## src/rtl/axis_fifo_reader_pkg.sv

```systemverilog
// axis_fifo_pkg: types and helpers shared by the AXI-Stream FIFO reader.
//   pkt_state_e  : packet-tracking FSM state encoding (IDLE=0, PKT=1)
//   fifo_width() : width of one packed FIFO word {tdata, tkeep, tlast}
package axis_fifo_pkg;

  typedef enum logic {
    IDLE = 1'b0,
    PKT  = 1'b1
  } pkt_state_e;

  function automatic int fifo_width(input int tdata_bytes, input int tkeep_bits);
    return tdata_bytes * 8 + tkeep_bits + 1;
  endfunction

endpackage

```

## src/rtl/axis_fifo_reader_skid_buf.sv

```systemverilog
// axis_skid_buf: 2-entry output buffer (output register + skid register).
//   clk_i, rst_i  : clock, synchronous active-high reset
//   in_valid_i    : a popped word is present on in_data_i this cycle
//   in_data_i     : popped word
//   out_ready_i   : downstream ready
//   out_valid_o   : output register holds a word
//   out_data_o    : output register contents
//   skid_valid_o  : skid register holds a word
module axis_skid_buf #(
  parameter int WIDTH = 8
) (
  input  logic             clk_i,
  input  logic             rst_i,
  input  logic             in_valid_i,
  input  logic [WIDTH-1:0] in_data_i,
  input  logic             out_ready_i,
  output logic             out_valid_o,
  output logic [WIDTH-1:0] out_data_o,
  output logic             skid_valid_o
);

  logic             out_valid_q, out_valid_d;
  logic             skid_valid_q, skid_valid_d;
  logic [WIDTH-1:0] out_data_q, out_data_d;
  logic [WIDTH-1:0] skid_data_q, skid_data_d;
  logic             accept;

  assign accept = out_valid_q & out_ready_i;

  always_comb begin
    out_valid_d  = out_valid_q;
    skid_valid_d = skid_valid_q;
    out_data_d   = out_data_q;
    skid_data_d  = skid_data_q;
    if (accept) begin
      if (skid_valid_q) begin
        // skid advances; a word arriving now takes the freed skid slot
        out_valid_d  = 1'b1;
        out_data_d   = skid_data_q;
        skid_valid_d = in_valid_i;
        if (in_valid_i) skid_data_d = in_data_i;
      end else begin
        out_valid_d = in_valid_i;
        out_data_d  = in_data_i;
      end
    end else if (!out_valid_q) begin
      out_valid_d = in_valid_i;
      out_data_d  = in_data_i;
    end else if (in_valid_i) begin
      skid_valid_d = 1'b1;
      skid_data_d  = in_data_i;
    end
  end

  always_ff @(posedge clk_i) begin
    if (rst_i) begin
      out_valid_q  <= 1'b0;
      skid_valid_q <= 1'b0;
    end else begin
      out_valid_q  <= out_valid_d;
      skid_valid_q <= skid_valid_d;
    end
    out_data_q  <= out_data_d;
    skid_data_q <= skid_data_d;
  end

  assign out_valid_o  = out_valid_q;
  assign out_data_o   = out_data_q;
  assign skid_valid_o = skid_valid_q;

endmodule

```

## src/rtl/axis_fifo_reader.sv

```systemverilog
// axis_fifo_reader: drains a first-word-latency-1 FIFO onto an AXI-Stream
// master through a 2-entry buffer, tracks packet state and (optionally)
// beat/packet statistics.
//   m_axis_aclk, m_axis_areset : clock, synchronous active-high reset
//   fifo_empty, fifo_rd_en     : source FIFO status / pop request
//   fifo_data_out              : popped word {tdata, tkeep, tlast}, 1 cycle after pop
//   m_axis_t*                  : AXI-Stream master
//   in_packet                  : inside a multi-beat packet
//   pkt_cnt, beat_cnt          : accepted tlast beats / accepted beats
// Optional feature: define AXIS_FIFO_READER_STATS_EN to implement the
// counters; otherwise they read as 0 and no counter flops exist.
module axis_fifo_reader
  import axis_fifo_pkg::*;
#(
  parameter  int TDATA_WIDTH = 64,
  parameter  int TKEEP_WIDTH = 64,
  localparam int FIFO_WIDTH  = fifo_width(TDATA_WIDTH, TKEEP_WIDTH)
) (
  input  logic                     m_axis_aclk,
  input  logic                     m_axis_areset,
  input  logic                     fifo_empty,
  output logic                     fifo_rd_en,
  input  logic [FIFO_WIDTH-1:0]    fifo_data_out,
  output logic                     m_axis_tvalid,
  input  logic                     m_axis_tready,
  output logic [TDATA_WIDTH*8-1:0] m_axis_tdata,
  output logic [TKEEP_WIDTH-1:0]   m_axis_tkeep,
  output logic                     m_axis_tlast,
  output logic                     in_packet,
  output logic [31:0]              pkt_cnt,
  output logic [31:0]              beat_cnt
);

  logic                  out_valid;
  logic                  skid_valid;
  logic [FIFO_WIDTH-1:0] out_word;
  logic                  rd_inflight_q;
  logic                  accept;
  logic [1:0]            occ;
  logic                  rd_en;
  pkt_state_e            state_q;
  logic                  in_packet_q;

  assign accept = out_valid & m_axis_tready;
  assign occ    = 2'(out_valid) + 2'(skid_valid) + 2'(rd_inflight_q);
  // A full buffer may still pop when a beat leaves this cycle, keeping 1 beat/cycle.
  assign rd_en  = !m_axis_areset && !fifo_empty &&
                  ((occ < 2'd2) || ((occ == 2'd2) && accept));

  always_ff @(posedge m_axis_aclk) begin
    if (m_axis_areset) rd_inflight_q <= 1'b0;
    else               rd_inflight_q <= rd_en;
  end

  axis_skid_buf #(
    .WIDTH(FIFO_WIDTH)
  ) u_buf (
    .clk_i       (m_axis_aclk),
    .rst_i       (m_axis_areset),
    .in_valid_i  (rd_inflight_q),
    .in_data_i   (fifo_data_out),
    .out_ready_i (m_axis_tready),
    .out_valid_o (out_valid),
    .out_data_o  (out_word),
    .skid_valid_o(skid_valid)
  );

  always_ff @(posedge m_axis_aclk) begin
    if (m_axis_areset) begin
      state_q     <= IDLE;
      in_packet_q <= 1'b0;
    end else begin
      case (state_q)
        IDLE: if (accept && !m_axis_tlast) begin
          state_q     <= PKT;
          in_packet_q <= 1'b1;
        end
        PKT: if (accept && m_axis_tlast) begin
          state_q     <= IDLE;
          in_packet_q <= 1'b0;
        end
        default: begin
          state_q     <= IDLE;
          in_packet_q <= 1'b0;
        end
      endcase
    end
  end

`ifdef AXIS_FIFO_READER_STATS_EN
  logic [31:0] pkt_cnt_q;
  logic [31:0] beat_cnt_q;

  always_ff @(posedge m_axis_aclk) begin
    if (m_axis_areset) begin
      pkt_cnt_q  <= '0;
      beat_cnt_q <= '0;
    end else if (accept) begin
      beat_cnt_q <= beat_cnt_q + 32'd1;
      if (m_axis_tlast) pkt_cnt_q <= pkt_cnt_q + 32'd1;
    end
  end

  assign pkt_cnt  = pkt_cnt_q;
  assign beat_cnt = beat_cnt_q;
`else
  assign pkt_cnt  = '0;
  assign beat_cnt = '0;
`endif

  assign fifo_rd_en    = rd_en;
  assign m_axis_tvalid = out_valid;
  assign m_axis_tdata  = out_word[FIFO_WIDTH-1 -: TDATA_WIDTH*8];
  assign m_axis_tkeep  = out_word[TKEEP_WIDTH:1];
  assign m_axis_tlast  = out_word[0];
  assign in_packet     = in_packet_q;

endmodule

```

## config.mk

```make
export PLATFORM = sky130hd
export DESIGN_NAME = axis_fifo_reader
export DESIGN_NICKNAME = d
export VERILOG_FILES = /design/src/rtl/axis_fifo_reader_pkg.sv /design/src/rtl/axis_fifo_reader_skid_buf.sv /design/src/rtl/axis_fifo_reader.sv
export SDC_FILE = /design/constraint.sdc
export NUM_CORES = 1
export LEC_CHECK = 0
export ABC_AREA = 1
export ABC_CLOCK_PERIOD_IN_PS = 162100
export BUFFER_PORTS_ARGS = -buffer_cell sky130_fd_sc_hd__buf_2
export CORE_AREA = 2 2 482 484
export CTS_CLUSTER_DIAMETER = 30
export DETAILED_ROUTE_END_ITERATION = 16
export DIE_AREA = 0 0 484 486
export PLACE_DENSITY_LB_ADDON = 0.12
export SLEW_MARGIN = 40
export SYNTH_ARGS = -nofsm -noshare
export SYNTH_HDL_FRONTEND = slang
export SYNTH_HIERARCHICAL = 1
export SYNTH_SLANG_ARGS = --single-unit
export TNS_END_PERCENT = 30
```

## constraint.sdc

```tcl
create_clock -name m_axis_aclk -period 162.1 [get_ports m_axis_aclk]
set_input_delay 16.21 -clock m_axis_aclk [delete_from_list [all_inputs] [get_ports m_axis_aclk]]
set_output_delay 16.21 -clock m_axis_aclk [all_outputs]
set_load 0.03 [all_outputs]
```

Yosys cells after proc, flatten, opt, wreduce, memory -nomap -nowiden --
Cells that the tools add are included.
Storage, ports and cells: register bits 1159, bits in latches 0, RAM bits 0, bits in read-only memories 0, input port bits 581, output and inout port bits 644, memories 0
Cells by class: $add $sub $neg 2, multiply operators 0, div/mod/pow operators 0, $lt $le $gt $ge 1, equal/unequal tests 5, shift operators 0, mux-type cells 20, bitwise gates (word level) 2, reduce and logical (&&, ||, !) cells 14
Operator list (count):
- $mux 577 | 7
- $mux 1 | 11
- $reduce_and 2->1 | 3
- $logic_and 1x1->1 | 5
- $ne 2x1->1 const B | 2
- $ne 2x2->1 const B | 2
- $pmux 1 s2 | 2
- $reduce_bool 2->1 | 2
- $logic_not 1->1 | 3
- $add 1x1->2 | 1
- $add 2x1->2 | 1
- $eq 2x2->1 const B | 1
- $lt 2x2->1 const B | 1
- $and 1x1->1 | 1
- $logic_or 1x1->1 | 1
- $not 1->1 | 1

Depth between registers and ports, before layout --
Gate-level depths: netlist of run 1.
depth in word-level cells 6, gate-level depth with buffers 7, gate-level depth less buffers 5

By module --
The synthesis of run 1 kept the hierarchy.
Modules (own cells, without submodules):
- axis_skid_buf | times used 1, cells each 3092, area an instance 42988.7 um^2, sequential area each 34693.3 um^2
- axis_fifo_reader | times used 1, cells each 89, area an instance 653.1 um^2, sequential area each 60.1 um^2

Worst setup path after synthesis of run 1 --
No wires, ideal clock.
path type input port to flip-flop, from in m_axis_tready, to reg u_buf.skid_data_q[0], enable pin, setup time 7.857 ns, arrival time 131.338 ns, path slack 22.905 ns, stages 4, buffers on the path 1, cell sequence inv_2 > buf_4 > nand2_1 > a21oi_1
Between the ends: word-level cells in the longest chain between the ends 3
Ends and longest elaborated chain:
- start, declared | RTL line axis_fifo_reader.sv:25 | input logic m_axis_tready,
- $and 1x1->1 * | RTL line axis_fifo_reader_skid_buf.sv:28 | assign accept = out_valid_q & out_ready_i;
- $ne 2x1->1 (no source line) or $reduce_bool 2->1 (tied branches)
- $reduce_and 2->1 (no source line) *
- end signal, assigned | RTL line axis_fifo_reader_skid_buf.sv:64 | skid_data_q <= skid_data_d;
- end, declared | RTL line axis_fifo_reader_skid_buf.sv:25 | logic [WIDTH-1:0] skid_data_q, skid_data_d;
Mark *: on every way between the ends. The rest lies on a longest branch, timed or not. A chain may end at the register's enable or synchronous reset.

Final worst setup path of run 1 --
from in m_axis_tready, to out fifo_rd_en
Between the ends: word-level cells in the longest chain between the ends 4
Ends and longest elaborated chain:
- $and 1x1->1 | RTL line axis_fifo_reader.sv:44 | assign accept = out_valid & m_axis_tready;
- $logic_and 1x1->1 | RTL line axis_fifo_reader.sv:48 | ((occ < 2'd2) || ((occ == 2'd2) && accept));
- $logic_or 1x1->1 | RTL line axis_fifo_reader.sv:48
- $logic_and 1x1->1 | RTL line axis_fifo_reader.sv:47 | assign rd_en = !m_axis_areset && !fifo_empty &&
- end, declared | RTL line axis_fifo_reader.sv:22 | output logic fifo_rd_en,
Every way passes these cells.

==> results of run 1 <==
## per-stage QoR
stage,cell area [um^2],setup slack (ns)
finish,63830,128.80
global route,63760,128.77
CTS,63660,128.79
detailed placement,52480,128.79
global placement,52400,128.81
floorplan,43880,22.91
## report_power, final
| part | internal [mW] | switching, mW |
|---|---|---|
| Combinational | 0.0147 | 0.0456 |
| Clock | 0.446 | 0.194 |
| Sequential | 0.344 | 0.00316 |
## logic make-up after synthesis
group / after synthesis
AO/OA/AOI/OAI: 584
flip-flops: 1159
adder cells (fa/ha/maj): 1
buffers and inverters: 266
other: 1
AND/OR/NAND/NOR: 1170
## cells in the mapped netlist (2+ instances only)
library cell  count  area share
clkbuf_1        104      0.0089
nand3_1           4     0.00046
clkbuf_2         10      0.0011
buf_4           108       0.019
o21ai_1         153       0.018
nand2_1        1161        0.10
dfxtp_1           5      0.0023
a21oi_1           5     0.00057
inv_1            10     0.00086
edfxtp_1       1154        0.79
buf_2            23      0.0026
o21ai_0         425       0.049
buf_6             9      0.0023
nor2_1            2     0.00017
## worst min-delay path by stage
stage	startpoint	endpoint	cells past startpoint
2_1_floorplan	register	register	2
3_3_place_gp	register	register	2
3_5_place_dp	register	register	2
4_1_cts	u_buf/skid_data_q[546]$_DFFE_PP_	u_buf/out_data_o[546]$_DFFE_PP_	2
5_1_grt	u_buf/skid_data_q[284]$_DFFE_PP_	u_buf/out_data_o[284]$_DFFE_PP_	2
6_report	u_buf/skid_data_q[546]$_DFFE_PP_	u_buf/out_data_o[546]$_DFFE_PP_	2
## layer usage
layer	GRT usage	up-vias	wire length (um)	part of all wire
met5	0	-	665	0.0038
met4	0.05075	106	5750	0.033
li1	-	14150	-	-
met2	0.2289	1453	81670	0.47
met3	0.07183	527	18930	0.11
met1	0.1588	14700	66870	0.38
## final cells by class
class                           instances  area (um^2)  share of cell area
Antenna cell                           35        87.58            0.001372
Timing Repair Buffer                 1204         6337             0.09929
Tap cell                             3026         3786             0.05932
Sequential cell                      1159        34750              0.5445
Clock inverter                        192         1658             0.02597
Inverter                               11        48.80           0.0007645
Multi-Input combinational cell       1819         7636              0.1196
Clock buffer                          456         9518              0.1491
## worst reg2reg max path, delay by kind of cell, from the launching register on
kind	cells	cell delay [ns]
DFF	1	0.63
and+or+nand+nor	1	0.51
buffers and inverters	5	3.44
AOI/OAI and AO/OA	1	0.32
## state kept, by name, indices dropped and copies added, names as in the netlist, named ones only
signal              flops
u_buf/out_data_o      577
in_packet               1
u_buf/skid_data_q     577
rd_inflight_q           1
u_buf/skid_valid_o      1
u_buf/out_valid_o       1
==> load_flow_metrics.sql, run 1 <==
INSERT INTO impl_metrics (metric_group, metric, value, unit) VALUES
('yosys', 'main_combinational_cell_family_by_area_after_synthesis', 'simple AND/OR/NAND/NOR gates', ''),
('floorplanning', 'chipHeight', '486', 'um'),
('timing', 'number_of_endpoints_failing_setup_at_the_final_stage', '0', ''),
('global_routing', 'global_route.usage.total', '0.1413', ''),
('routing', 'via_density', '3.914', ''),
('flow_run', 'cap_viol_max_count', '0', ''),
('global_routing', 'antenna_violations_before_repair', '147', ''),
('timing', 'timing_limited_maximum_frequency', '0.03003', 'GHz'),
('routing', 'post_drt_wl_per_cell', '22.01', 'um'),
('global_routing', 'first_global_vias', '30960', ''),
('place', 'globalplace.congestion', '0.7818', ''),
('min_path', 'hold_path_class', 'reg2reg', ''),
('outcome', 'run_status', 'complete, no violations', ''),
('clocking', 'clk_pin_slew_worst_paths', '0.04', 'ns'),
('setup_path', 'r2r_cells', '7', ''),
('layout', 'finish.utilization', '0.2782', ''),
('place', 'placedCellCount', '7216', ''),
('setup_path', 'crit_start', 'm_axis_tready', ''),
('timing', 'clock_skew', '0.09940', 'ns'),
('setup_path', 'timing.critical_path.to_type', 'output port', ''),
('timing', 'report.final.slew_viol_count', '0', ''),
('yosys', 'synthesis.area_per_instance', '13.72', 'um^2'),
('global_routing', 'gr-total-overflow', '0', ''),
('floorplanning', 'design.core.area', '0.2295', 'mm^2'),
('setup_path', 'timing.critical_path.fanout_max', '5', ''),
('power', 'power_per_cell_area', '16.41', 'mW/mm^2'),
('power', 'report.power.total', '1.048', 'mW'),
('yosys', 'synth_flop_cell', 'edfxtp_1', ''),
('yosys', 'synthXorXnorAreaFrac', '0', ''),
('timing', 'hold_viol_final', '0', ''),
('clocking', 'post_cts_resized', '0', ''),
('timing', 'worst_slew_pin_slew', '0.8966', 'ns'),
('timing', 'setup-tns-final', '0', 'ns'),
('place', 'place_hpwl', '115.7', 'mm'),
('setup_path', 'timing.rr.start', 'u_buf/out_valid_o$_SDFF_PP0_', ''),
('yosys', 'synth.area.mux_share', '0', ''),
('setup_path', 'largest_delay_contributor_family_on_the_critical_path', 'buffers and inverters', ''),
('layout', 'layout.nets', '5144', ''),
('setup_path', 'startpoint_type', 'primary input', ''),
('floorplanning', 'num_rows', '176', ''),
('place', 'port_buffer_cells', '1160', ''),
('clocking', 'cts.sinks', '1159', ''),
('yosys', 'yosys_warnings', '6', ''),
('global_routing', 'grt_max_degree', '146', ''),
('timing', 'period_minus_slack', '33.30', 'ns'),
('power', 'p_leak', '25.08', 'nW'),
('setup_path', 'ff2ff_setup_slack', '156.71', 'ns'),
('setup_path', 'critPathCapture', 'fifo_rd_en', ''),
('floorplanning', 'io_pins', '1225', ''),
('setup_path', 'timing.critical_path.arrival', '17.09', 'ns'),
('setup_path', 'worst_path_max_stage_delay', '0.25', 'ns'),
('layout', 'area.growth.synth_to_final', '46.25', '%'),
('setup_path', 'critPathMostFrequentCell', 'buf_2', ''),
('clocking', 'cts-buffers-inserted', '367', ''),
('clocking', 'htree_num_levels', '5', ''),
('routing', 'detailedRoute.firstIterationViolations', '2018', ''),
('routing', 'drt_first_pass_iters', '5', ''),
('setup_path', 'slowest_stage', 'a21oi_1', ''),
('layout', 'instances_no_fill', '7902', ''),
('clocking', 'insertion_delay_of_the_later_clocked_pin_in_the_worst_skew_pair', '0.92', 'ns'),
('routing', 'vias', '30930', ''),
('global_routing', 'global_route_wire_length_before_repair', '240.1', 'mm'),
('floorplanning', 'die_width', '484', 'um'),
('clocking', 'post_cts_hold_buffer_count', '0', ''),
('yosys', 'synth.cell_area', '0.04364', 'mm^2'),
('timing', 'period_share', '0.2054', ''),
('floorplanning', 'die_area', '0.2352', 'mm^2'),
('floorplanning', 'initial_utilization', '0.1902', ''),
('yosys', 'yosys.area_share.adder', '0.0004587', ''),
('yosys', 'synthArstFlopShare', '0', ''),
('setup_path', 'crit_cells', '4', '');
Power figures use the tool's default switching activity.
==> run 2, diff against run 1 <==
- ABC_CLOCK_PERIOD_IN_PS: 162100 -> 34400
- clock period: 162.1 -> 34.4 ns (I/O delays scaled with it)
==> run 2 against run 1 <==
Count of clock-buffer cells in the layout decreased by 28. Combinational power increased to 4.7 times the previous value. Global-route usage increased by 0.099 points. Clock power increased to 4.7 times the previous value. Design area increased by 0.25%. Sequential power increased to 4.7 times the previous value. Final cell count decreased by 0.14%. Die area unchanged. Core utilization increased by 0.068 points. Sequential cell count unchanged. Via count decreased by 0.15%. Largest cell class unchanged.
==> load_flow_metrics.sql, run 2 (same netlist as run 1, synthesis figures left out) <==
INSERT INTO impl_metrics (metric_group, metric, value, unit) VALUES
('flow_run', 'cap_viol_max_count', '0', ''),
('place', 'placedCellCount', '7218', ''),
('setup_path', 'critPathMostFrequentCell', 'buf_2', ''),
('routing', 'drt_drc_violations_left', '0', ''),
('floorplanning', 'io_pins', '1225', ''),
('min_path', 'hold_path_class', 'reg2reg', ''),
('global_routing', 'grt_max_degree', '128', ''),
('place', 'globalplace.congestion', '0.8085', ''),
('floorplanning', 'die_width', '484', 'um'),
('clocking', 'cts-buffers-inserted', '366', ''),
('setup_path', 'cp_data_required_time', '30.96', 'ns'),
('power', 'comb_power_share', '0.058', ''),
('setup_path', 'slowest_stage', 'buf_2', ''),
('floorplanning', 'initial_utilization', '0.1902', ''),
('power', 'p_leak', '25.13', 'nW'),
('clocking', 'buffer_count_from_post_cts_setup_fixing', '0', ''),
('layout', 'layout.nets', '5146', ''),
('place', 'placed_cell_area', '0.05256', 'mm^2'),
('outcome', 'run_status', 'complete, no violations', ''),
('global_routing', 'global_route.usage.total', '0.1422', ''),
('place', 'port_buffer_cells', '1160', ''),
('layout', 'fill_cells', '23820', ''),
('setup_path', 'path_cells', 'buf_2, nand3_1, a21oi_1, buf_2', ''),
('timing', 'clock_skew', '0.1071', 'ns'),
('power', 'pwr-share-seq', '0.331', ''),
('power', 'power_frac_clock', '0.612', ''),
('layout', 'area.growth.synth_to_final', '46.61', '%'),
('timing', 'layout_setup_ws', '26.77', 'ns'),
('global_routing', 'antenna_violations_before_repair', '147', ''),
('place', 'place_hpwl', '118.4', 'mm'),
('floorplanning', 'chipHeight', '486', 'um'),
('clocking', 'htree_num_levels', '5', ''),
('routing', 'drt_first_pass_iters', '6', ''),
('timing', 'setup-tns-final', '0', 'ns'),
('floorplanning', 'num_rows', '176', ''),
('timing', 'timing.max_slew.rel_slack', '0.4113', ''),
('clocking', 'post_cts_resized', '0', ''),
('timing', 'period_minus_slack', '7.633', 'ns'),
('power', 'netSwitchingPower', '1.147', 'mW'),
('global_routing', 'first_global_vias', '31430', ''),
('setup_path', 'largest_delay_contributor_family_on_the_critical_path', 'buffers and inverters', ''),
('routing', 'post_drt_wl_per_cell', '22.14', 'um'),
('power', 'cell_internal_power', '3.811', 'mW'),
('clocking', 'cts.sinks', '1159', ''),
('setup_path', 'timing.critical_path.arrival', '4.19', 'ns'),
('global_routing', 'global_route_wire_length_before_repair', '241.3', 'mm'),
('floorplanning', 'design.core.area', '0.2295', 'mm^2'),
('floorplanning', 'die_area', '0.2352', 'mm^2'),
('routing', 'detailedRoute.firstIterationViolations', '1956', ''),
('timing', 'rsz0062_at_grt', 'no', ''),
('power', 'vdd_ir_drop_max', '0.04021', 'mV'),
('power', 'switching_share', '0.2314', ''),
('routing', 'vias', '30880', ''),
('setup_path', 'timing.critical_path.fanout_max', '5', ''),
('timing', 'timing.hold.ws', '0.4335', 'ns'),
('timing', 'number_of_endpoints_failing_setup_at_the_final_stage', '0', ''),
('clocking', 'insertion_delay_of_the_later_clocked_pin_in_the_worst_skew_pair', '0.92', 'ns'),
('clocking', 'tritoncts', 'yes', ''),
('timing', 'report.final.slew_viol_count', '0', ''),
('layout', 'share_of_layout_cells_above_drive_strength_1', '0.3525', ''),
('timing', 'worst_slew_pin_slew', '0.8830', 'ns'),
('layout', 'layout_common_cells', '1160 x nand2_1, 1160 x buf_2, 1154 x edfxtp_1, 425 x o21ai_0, 368 x clkbuf_16', ''),
('setup_path', 'critical_path_class', 'in2out', ''),
('clocking', 'clk_pin_slew_worst_paths', '0.04', 'ns'),
('layout', 'postLayoutCellArea', '0.06398', 'mm^2'),
('layout', 'instances_no_fill', '7891', ''),
('global_routing', 'gr-total-overflow', '0', ''),
('timing', 'timing_limited_maximum_frequency', '0.1310', 'GHz'),
('timing', 'period_share', '0.2219', ''),
('place', 'pre_cts_slack', '25.65', 'ns'),
('layout', 'multi_input_area', '0.007645', 'mm^2'),
('routing', 'via_density', '3.913', ''),
('setup_path', 'timing.critical_path.to_type', 'output port', ''),
('routing', 'wl', '174.7', 'mm'),
('layout', 'ff_latch_area', '0.03475', 'mm^2'),
('clocking', 'ctsRootBufferMaster', 'clkbuf_16', ''),
('clocking', 'cts.path.max_buffers', '4', ''),
('routing', 'antenna_violating_nets_post_route', '0', ''),
('setup_path', 'timing.critical_path.buf_inv', '2', ''),
('clocking', 'post_cts_hold_buffer_count', '0', ''),
('timing', 'hold_viol_final', '0', ''),
('power', 'power_per_cell_area', '77.50', 'mW/mm^2'),
('setup_path', 'worst_path_max_stage_delay', '0.25', 'ns'),
('setup_path', 'startpoint_type', 'primary input', '');
-- run 2: cell types whose count changed in the layout (fill, tap and decap cells not counted), sizes merged --
cell / change
clkbuf: -28
diode: +2
clkinv: +1
inv: -3
buf: +3
clkinvlp: +11
bufinv: +3
-- run 2: routing by layer --
metal	track usage	routed length (um)
met3	0.07558	19960
met1	0.1585	66600
met2	0.2267	81510
met4	0.05774	5929
met5	0	709
-- run 2: final timing paths --
check | endpoint | cells after the start | from | slack [ns]
max | fifo_rd_en | 4 | m_axis_tready | 26.77
min | u_buf/out_data_o[9]$_DFFE_PP_ | 2 | u_buf/skid_data_q[9]$_DFFE_PP_ | 0.43
max reg2reg | u_buf/out_data_o[329]$_DFFE_PP_ | 9 | u_buf/out_valid_o$_SDFF_PP0_ | 29.19
min reg2reg | u_buf/out_data_o[9]$_DFFE_PP_ | 2 | u_buf/skid_data_q[9]$_DFFE_PP_ | 0.43
-- run 2: stage by stage --
| step | power [mW] | util |
|---|---|---|
| floorplan | 1.824 | - |
| global placement | 1.951 | 0.2284 |
| detailed placement | 1.952 | 0.2291 |
| CTS | 5.034 | 0.2780 |
| global route | 5.134 | 0.2786 |
| finish | 4.959 | 0.2788 |
-- run 2: cell type report --
class / count / area share
antenna: 37 / 0.001447
clock buffer: 428 / 0.1474
clock inverter: 204 / 0.02800
inverter: 11 / 0.001056
multi-input combinational: 1819 / 0.1195
sequential: 1159 / 0.5432
tap: 3026 / 0.05918
timing repair buffer: 1207 / 0.1002
-- run 2: worst register-to-register path, stage by stage (launching register included) --
cell	delay, ns
dfxtp_1	0.69
nand2_8	0.45
nor2_8	0.72
buf_4	0.63
buf_4	0.77
buf_4	0.49
buf_12	0.27
buf_4	0.70
nand2_1	0.18
nand2_1	0.10
-- run 2: power by group through the flow --
stage | Combinational, mW | Clock [mW] | Sequential (mW)
after floorplan | 0.0578 | 0 | 1.77
after global placement | 0.288 | 0 | 1.66
after detailed placement | 0.290 | 0 | 1.66
after CTS | 0.290 | 3.10 | 1.64
after global routing | 0.304 | 3.19 | 1.64
final | 0.285 | 3.03 | 1.64
